## src/rtl/store_buffer.sv

```systemverilog
// Posted-write store buffer: in-order drain to data memory when the core is not
// loading, with youngest-match store-to-load forwarding.
module store_buffer #(
    parameter int DEPTH = 4,
    parameter int AW    = 32,
    parameter int DW    = 32
) (
    input  logic                         clk,
    input  logic                         rst_n,
    input  logic                         st_valid,
    input  logic [AW-1:0]                st_addr,
    input  logic [DW-1:0]                st_data,
    output logic                         st_ready,
    input  logic                         ld_valid,
    input  logic [AW-1:0]                ld_addr,
    output logic [DW-1:0]                ld_data,
    output logic                         ld_fwd,
    output logic                         mem_we,
    output logic [AW-1:0]                mem_addr,
    output logic [DW-1:0]                mem_wd,
    input  logic [DW-1:0]                mem_rd,
    output logic                         empty,
    output logic [$clog2(DEPTH+1)-1:0]   count
);

    localparam int PW = $clog2(DEPTH);
    localparam int CW = $clog2(DEPTH+1);

    logic [AW-1:0]    r_addr [DEPTH];
    logic [DW-1:0]    r_data [DEPTH];
    logic [DEPTH-1:0] r_valid;
    logic [PW-1:0]    r_head;
    logic [PW-1:0]    r_tail;
    logic [CW-1:0]    r_count;

    logic             w_push;
    logic             w_pop;
    logic             w_fwd_hit;
    logic [DW-1:0]    w_fwd_data;
    logic [PW-1:0]    w_idx;

    assign st_ready = (r_count != CW'(DEPTH));
    assign empty    = (r_count == '0);
    assign count    = r_count;
    assign w_push   = st_valid && st_ready;
    assign w_pop    = rst_n && !ld_valid && (r_count != '0);

    // Port arbitration; held at zero during reset so nothing reaches memory.
    always_comb begin
        mem_we   = 1'b0;
        mem_addr = '0;
        mem_wd   = '0;
        if (rst_n) begin
            if (ld_valid) begin
                mem_addr = ld_addr;
            end else if (r_count != '0) begin
                mem_we   = 1'b1;
                mem_addr = r_addr[r_head];
                mem_wd   = r_data[r_head];
            end
        end
    end

    // Walk oldest to youngest so the last hit is the youngest matching store.
    always_comb begin
        w_fwd_hit  = 1'b0;
        w_fwd_data = '0;
        w_idx      = '0;
        for (int k = 0; k < DEPTH; k++) begin
            w_idx = r_head + PW'(k);
            if (r_valid[w_idx] && (r_addr[w_idx][AW-1:2] == ld_addr[AW-1:2])) begin
                w_fwd_hit  = 1'b1;
                w_fwd_data = r_data[w_idx];
            end
        end
    end

    assign ld_fwd  = w_fwd_hit;
    assign ld_data = w_fwd_hit ? w_fwd_data : mem_rd;

    always_ff @(posedge clk or negedge rst_n) begin
        if (!rst_n) begin
            r_head  <= '0;
            r_tail  <= '0;
            r_count <= '0;
            r_valid <= '0;
        end else begin
            if (w_push) begin
                r_valid[r_tail] <= 1'b1;
                r_tail          <= r_tail + 1'b1;
            end
            if (w_pop) begin
                r_valid[r_head] <= 1'b0;
                r_head          <= r_head + 1'b1;
            end
            case ({w_push, w_pop})
                2'b10:   r_count <= r_count + CW'(1);
                2'b01:   r_count <= r_count - CW'(1);
                default: r_count <= r_count;
            endcase
        end
    end

    // Payload storage needs no reset; the valid bits qualify it.
    always_ff @(posedge clk) begin
        if (w_push) begin
            r_addr[r_tail] <= st_addr;
            r_data[r_tail] <= st_data;
        end
    end

endmodule

```

## config.mk

```make
export PLATFORM = sky130hd
export DESIGN_NAME = store_buffer
export DESIGN_NICKNAME = d
export VERILOG_FILES = /design/src/rtl/store_buffer.sv
export SDC_FILE = /design/constraint.sdc
export NUM_CORES = 1
export LEC_CHECK = 0
export CORE_UTILIZATION = 24
export CTS_CLUSTER_DIAMETER = 60
export DETAILED_ROUTE_END_ITERATION = 7
export MAX_ROUTING_LAYER = met4
export PLACE_DENSITY = 0.45
export SLEW_MARGIN = 20
export SYNTH_ARGS = -nofsm -noshare
export SYNTH_HDL_FRONTEND = slang
export SYNTH_SLANG_ARGS = --single-unit
export TNS_END_PERCENT = 100
```

## constraint.sdc

```tcl
create_clock -name clk -period 6.9 [get_ports clk]
set_input_delay 1.38 -clock clk [delete_from_list [all_inputs] [get_ports clk]]
set_output_delay 1.38 -clock clk [all_outputs]
set_load 0.02 [all_outputs]
```

== Yosys cells after proc, flatten, opt, wreduce, memory -nomap -nowiden ==
Memories as Yosys holds them, arrays and structs flattened.
Cells that the tools add are included.

* Register bits after elaboration: 11
* Bits in writable memories: 256
* Input bits: 132
* Output and inout port bits: 103
* Word-level logic and storage cells: 77
* Memories: 2

* Add/sub/neg operators: 6
* $lt $le $gt $ge: 7
* Equal/unequal tests: 7
* Muxes and demuxes: 35
* Bitwise logic cells: 3
* Reductions and logical operators: 13

{| class="wikitable"
|+ Memories
! name !! words !! bits a word !! read ports !! clocked after memory_dff !! write ports !! RTL line !! RTL
|-
| r_addr || 4 || 32 || 4 || 0 || 1 || 29 || <nowiki>logic [AW-1:0] r_addr [DEPTH];</nowiki>
|-
| r_data || 4 || 32 || 4 || 0 || 1 || 30 || <nowiki>logic [DW-1:0] r_data [DEPTH];</nowiki>
|}

{| class="wikitable"
|+ Operators by type and width
! cell !! count
|-
| $mux W32 || 11
|-
| $eq A30 B30 Y1 || 4
|-
| $lt A2 B3 Y1 const B || 5
|-
| $mux W1 || 15
|-
| $logic_and A1 B1 Y1 || 9
|-
| $bmux W1 S2 || 4
|-
| $mux W4 || 2
|-
| $pmux W3 S2 || 1
|-
| $add A2 B1 Y2 const B || 2
|-
| $add A2 B2 Y2 const B || 2
|-
| $and A4 B4 Y4 || 1
|-
| $demux W1 S2 || 2
|-
| $ge A2 B1 Y1 const B || 2
|-
| $not A4 Y4 || 1
|-
| $or A4 B4 Y4 || 1
|-
| $add A3 B1 Y3 const B || 1
|-
| $logic_not A3 Y1 || 1
|-
| $ne A3 B3 Y1 const B || 1
|-
| $reduce_bool A3 Y1 || 1
|-
| $sub A3 B1 Y3 const B || 1
|-
| $eq A2 B1 Y1 const B || 1
|-
| $eq A2 B2 Y1 const B || 1
|-
| $reduce_bool A2 Y1 || 1
|-
| $logic_not A1 Y1 || 1
|}

== Depth between registers and ports, before layout ==
* Depth in word-level cells: 8
* Depth in mapped cells: 25
* Mapped depth without buffers: 10

== Worst setup path before layout ==
Ideal clock, no wire load.

* Path type: register -> output
* Start point: register r_head[1]
* End point: output ld_data[1]
* Arrival: 5.036 ns
* Required time: 5.520 ns
* Slack: 0.484 ns
* Stages on the path, launching flop included: 25
* Buffers on the path: 14
* Cell sequence: dfrtp_1 -> buf_4 -> buf_6 -> buf_4 -> buf_6 -> buf_4 -> clkbuf_1 -> clkbuf_1 -> inv_1 -> ha_1 -> buf_6 -> buf_8 -> buf_8 -> buf_8 -> buf_12 -> mux4_2 -> xnor2_1 -> nand3b_1 -> nor4_1 -> and2_1 -> a211o_2 -> and2_1 -> buf_6 -> buf_6 -> a21oi_1

* Cells in the longest elaborated chain, start to end: 8
* Elaborated cells on any way between the ends: 30
* Classes of those cells: add/sub (3); eq/ne (4); mux (17); reduce/logical (4); memory (2)

{| class="wikitable"
|+ RTL lines
! item !! RTL line !! RTL
|-
| from (decl) || 32 || <nowiki>logic [PW-1:0] r_head;</nowiki>
|-
| from (signal assigned) || 94 || <nowiki>r_head <= r_head + 1'b1;</nowiki>
|-
| $add A2 B1 Y2 (tied with other cells) || 70 || <nowiki>w_idx = r_head + PW'(k);</nowiki>
|-
| $mem_v2 Z4 W32 (tied with other cells) || - ||
|-
| $eq A30 B30 Y1 (tied with other cells) || 71 || <nowiki>if (r_valid[w_idx] && (r_addr[w_idx][AW-1:2] == ld_addr[AW-1:2])) begin</nowiki>
|-
| $logic_and A1 B1 Y1 (tied with other cells) || 71 ||
|-
| $mux W32 / $mux W1 (equally long branches) (3 in series) || 71 ||
|-
| $mux W32 (*) || 79 || <nowiki>assign ld_data = w_fwd_hit ? w_fwd_data : mem_rd;</nowiki>
|-
| to (decl) || 16 || <nowiki>output logic [DW-1:0] ld_data,</nowiki>
|}

Mark *: on every way between the ends. The rest lies on a longest branch, timed or not. The select of a mux whose other input is x is not followed.

== Worst setup path after layout ==
* Start point: register r_head[0]
* End point: output ld_data[13]

Same word-level chain as after synthesis.

==> impl_metrics.json <==
{
  "yosysSeqAreaShare_pct": 40.5,
  "grt_max_degree": 129,
  "clk_latency_ps": 570,
  "p_leak_uw": 0.00791,
  "avgViaCountPerCell": 5.32,
  "cts_tree": "built",
  "ios": 235,
  "worstSetupPathType": "reg -> out",
  "num_vias": 14400,
  "root_buffer": "clkbuf_16",
  "ys_types": 71,
  "gp_congestion": 0.959,
  "nNetsFinal": 1758,
  "outcome": "finished, violations left",
  "path_max_fanout": 32,
  "setup-tns-final_ps": 0,
  "crit_path_start_kind": "flop",
  "clk_pin_slew_ps": 60,
  "max-slew-margin-rel_pct": 36.4,
  "hold_class": "reg -> reg",
  "syn-num-nets": 1570,
  "violations": "DRC",
  "dr.pass1.iters": 8,
  "die_w_um": 288,
  "syn_to_final_growth_pct": 25.0,
  "r2r_slack_ps": 4390,
  "fin_ws_ps": 295,
  "hold_viol": 0,
  "grt_overflow": 0,
  "tightestPinTransition_ps": 953,
  "rsz0062_at_grt": "false",
  "first_iter_violations": 1312,
  "ir_drop_mv": 0.320,
  "skew_ps": 13.8,
  "place_inst": 2624,
  "setup_viol": 0,
  "clock_sinks": 267,
  "netlist_area_um2": 19700,
  "drive_gt1_share_pct": 24.0,
  "synth.avg_cell_area_um2": 13.8,
  "synth_area_leaders": "edfxtp_1 (39%), mux4_2 (25%), mux2i_1 (4.6%)",
  "stdcell_count": 2713,
  "period_share_pct": 95.7,
  "fp-row-count": 104,
  "synth_top_area_share_pct": 39.1,
  "wl_per_cell_um": 26.5,
  "max_freq_ghz": 0.151,
  "routed_wirelength_um": 71800,
  "endpoint_kind": "output pin",
  "synth_cells": 1428,
  "start_util_pct": 24.3,
  "power_density_nw_per_um2": 453,
  "synth-async-reset-ratio_pct": 4.12,
  "grt_pass1_vias": 14400,
  "clk_path_buf_depth": 3,
  "htree_levels": 2,
  "numCtsBuffers": 41,
  "io_buffers": 234,
  "yosysWarningCount": 0,
  "worstPathArrival_ps": 5230,
  "dp_hpwl_um": 50100,
  "grt_use_total_pct": 17.4,
  "die_h_um": 288,
  "yosys.cell_count.top_type": "edfxtp_1",
  "yosysTopAreaCell": "edfxtp_1",
  "post-place-ws_ps": 418,
  "ys_ff_latch": 267,
  "drc": 8,
  "antenna_found_initial": 5,
  "slew_viol_final": 0,
  "grt_pass1_wl_um": 103000,
  "min_period_ps": 6610,
  "die_area_um2": 83000,
  "required_ps": 5520,
  "maxCapViolCount": 0,
  "synth_ff_type": "edfxtp_1",
  "synthTopCellsByCount": "edfxtp_1 (256), mux4_2 (218), xnor2_1 (98), mux2i_1 (90), o22ai_1 (71)",
  "core_um2": 80800,
  "ant_nets": 0,
  "synth_edf_count": 256
}
-- critical path, stage by stage, from the launching register on --
cell and delay, ps:
dfrtp_4 550, inv_1 120, ha_4 390, buf_4 300, mux2i_1 520, mux2i_1 230, a222oi_1 340, nand4_1 200
nor4_4 390, buf_12 170, buf_6 330, a211oi_1 130, o22ai_1 320, a21oi_2 90, clkdlybuf4s50_1 550
-- flip-flops by register name, summed over array words and instances (netlist names) --
register,cells
r_addr,128
r_head,2
count,3
r_tail,2
r_data,128
r_valid,4
-- final cells by class --
type	count	area, um2
antenna	5	12.5
clock buffer	45	1060
clock inverter	30	409
fill	8035	56200
inverter	50	188
multi-input combinational	959	10600
sequential	267	7970
tap	1060	1330
timing repair buffer	297	2970
-- metal layers --
| metal | routed length [um] | global-route usage, % |
|---|---|---|
| met4 | 1140 | 3.39 |
| met2 | 35200 | 28.3 |
| met1 | 32100 | 23.1 |
| met3 | 3390 | 2.35 |
| met5 | 0 | - |
-- where the power goes --
group,switching [uW],internal [uW],leakage [uW]
Sequential,276,2170,0.00247
Clock,843,1400,0.000704
Combinational,3450,2990,0.00473
-- per-stage QoR --
stage / cell area, um2 / util [%] / hold slack, ps / power (uW)
CTS: 24400 / 30.3 / 533 / 11200
global placement: 23000 / 28.4 / 515 / 8810
floorplan: 19700 / - / 561 / 7090
global route: 24600 / 30.4 / 559 / 11700
detailed placement: 23000 / 28.4 / 518 / 8830
finish: 24600 / 30.4 / 530 / 11100
-- layout by cell type, fill, tap and decap left out, drive strengths merged, types with 32 or more instances in the layout --
master	count
and2	40
mux4	218
mux2i	90
a21oi	39
buf	62
o21bai	34
o22ai	71
nand2	40
a31o	32
inv	61
clkbuf	46
clkdlybuf4s50	234
a211oi	37
nand4	32
xnor2	98
edfxtp	256
-- kinds of logic (layout without fill, tap and decap cells) --
family,Yosys count,in the layout,share of synthesized area [%]
AO/OA/AOI/OAI,318,318,12.2
XOR/XNOR,107,107,4.77
adder cells (fa/ha/maj),10,10,0.675
buffers and inverters,202,422,5.77
flip-flops,267,267,40.5
multiplexers,316,316,30.0
other,0,5,0
AND/OR/NAND/NOR,208,208,6.03
-- timing repair --
item                                   in CTS  in global routing
pin swaps                                   1                  2
endpoints found under the hold margin       0                  0
setup endpoints to repair                  31                 21
cloned                                      0                  1
setup buffers                               1                  7
gates resized for setup                     2                  2
hold buffers                                0                  0
-- path summary, 6_finish.rpt --
check,start,to,cells past startpoint
max reg2reg,count[0],r_data[0][4],4
max,r_head[0],ld_data[13],14
min,count[2],count[2],1
max in group asynchronous,rst_n,r_head[1],1
min in group asynchronous,rst_n,r_tail[1],1
min reg2reg,count[2],count[2],1
No activity file was read; power rests on OpenSTA's default activity.
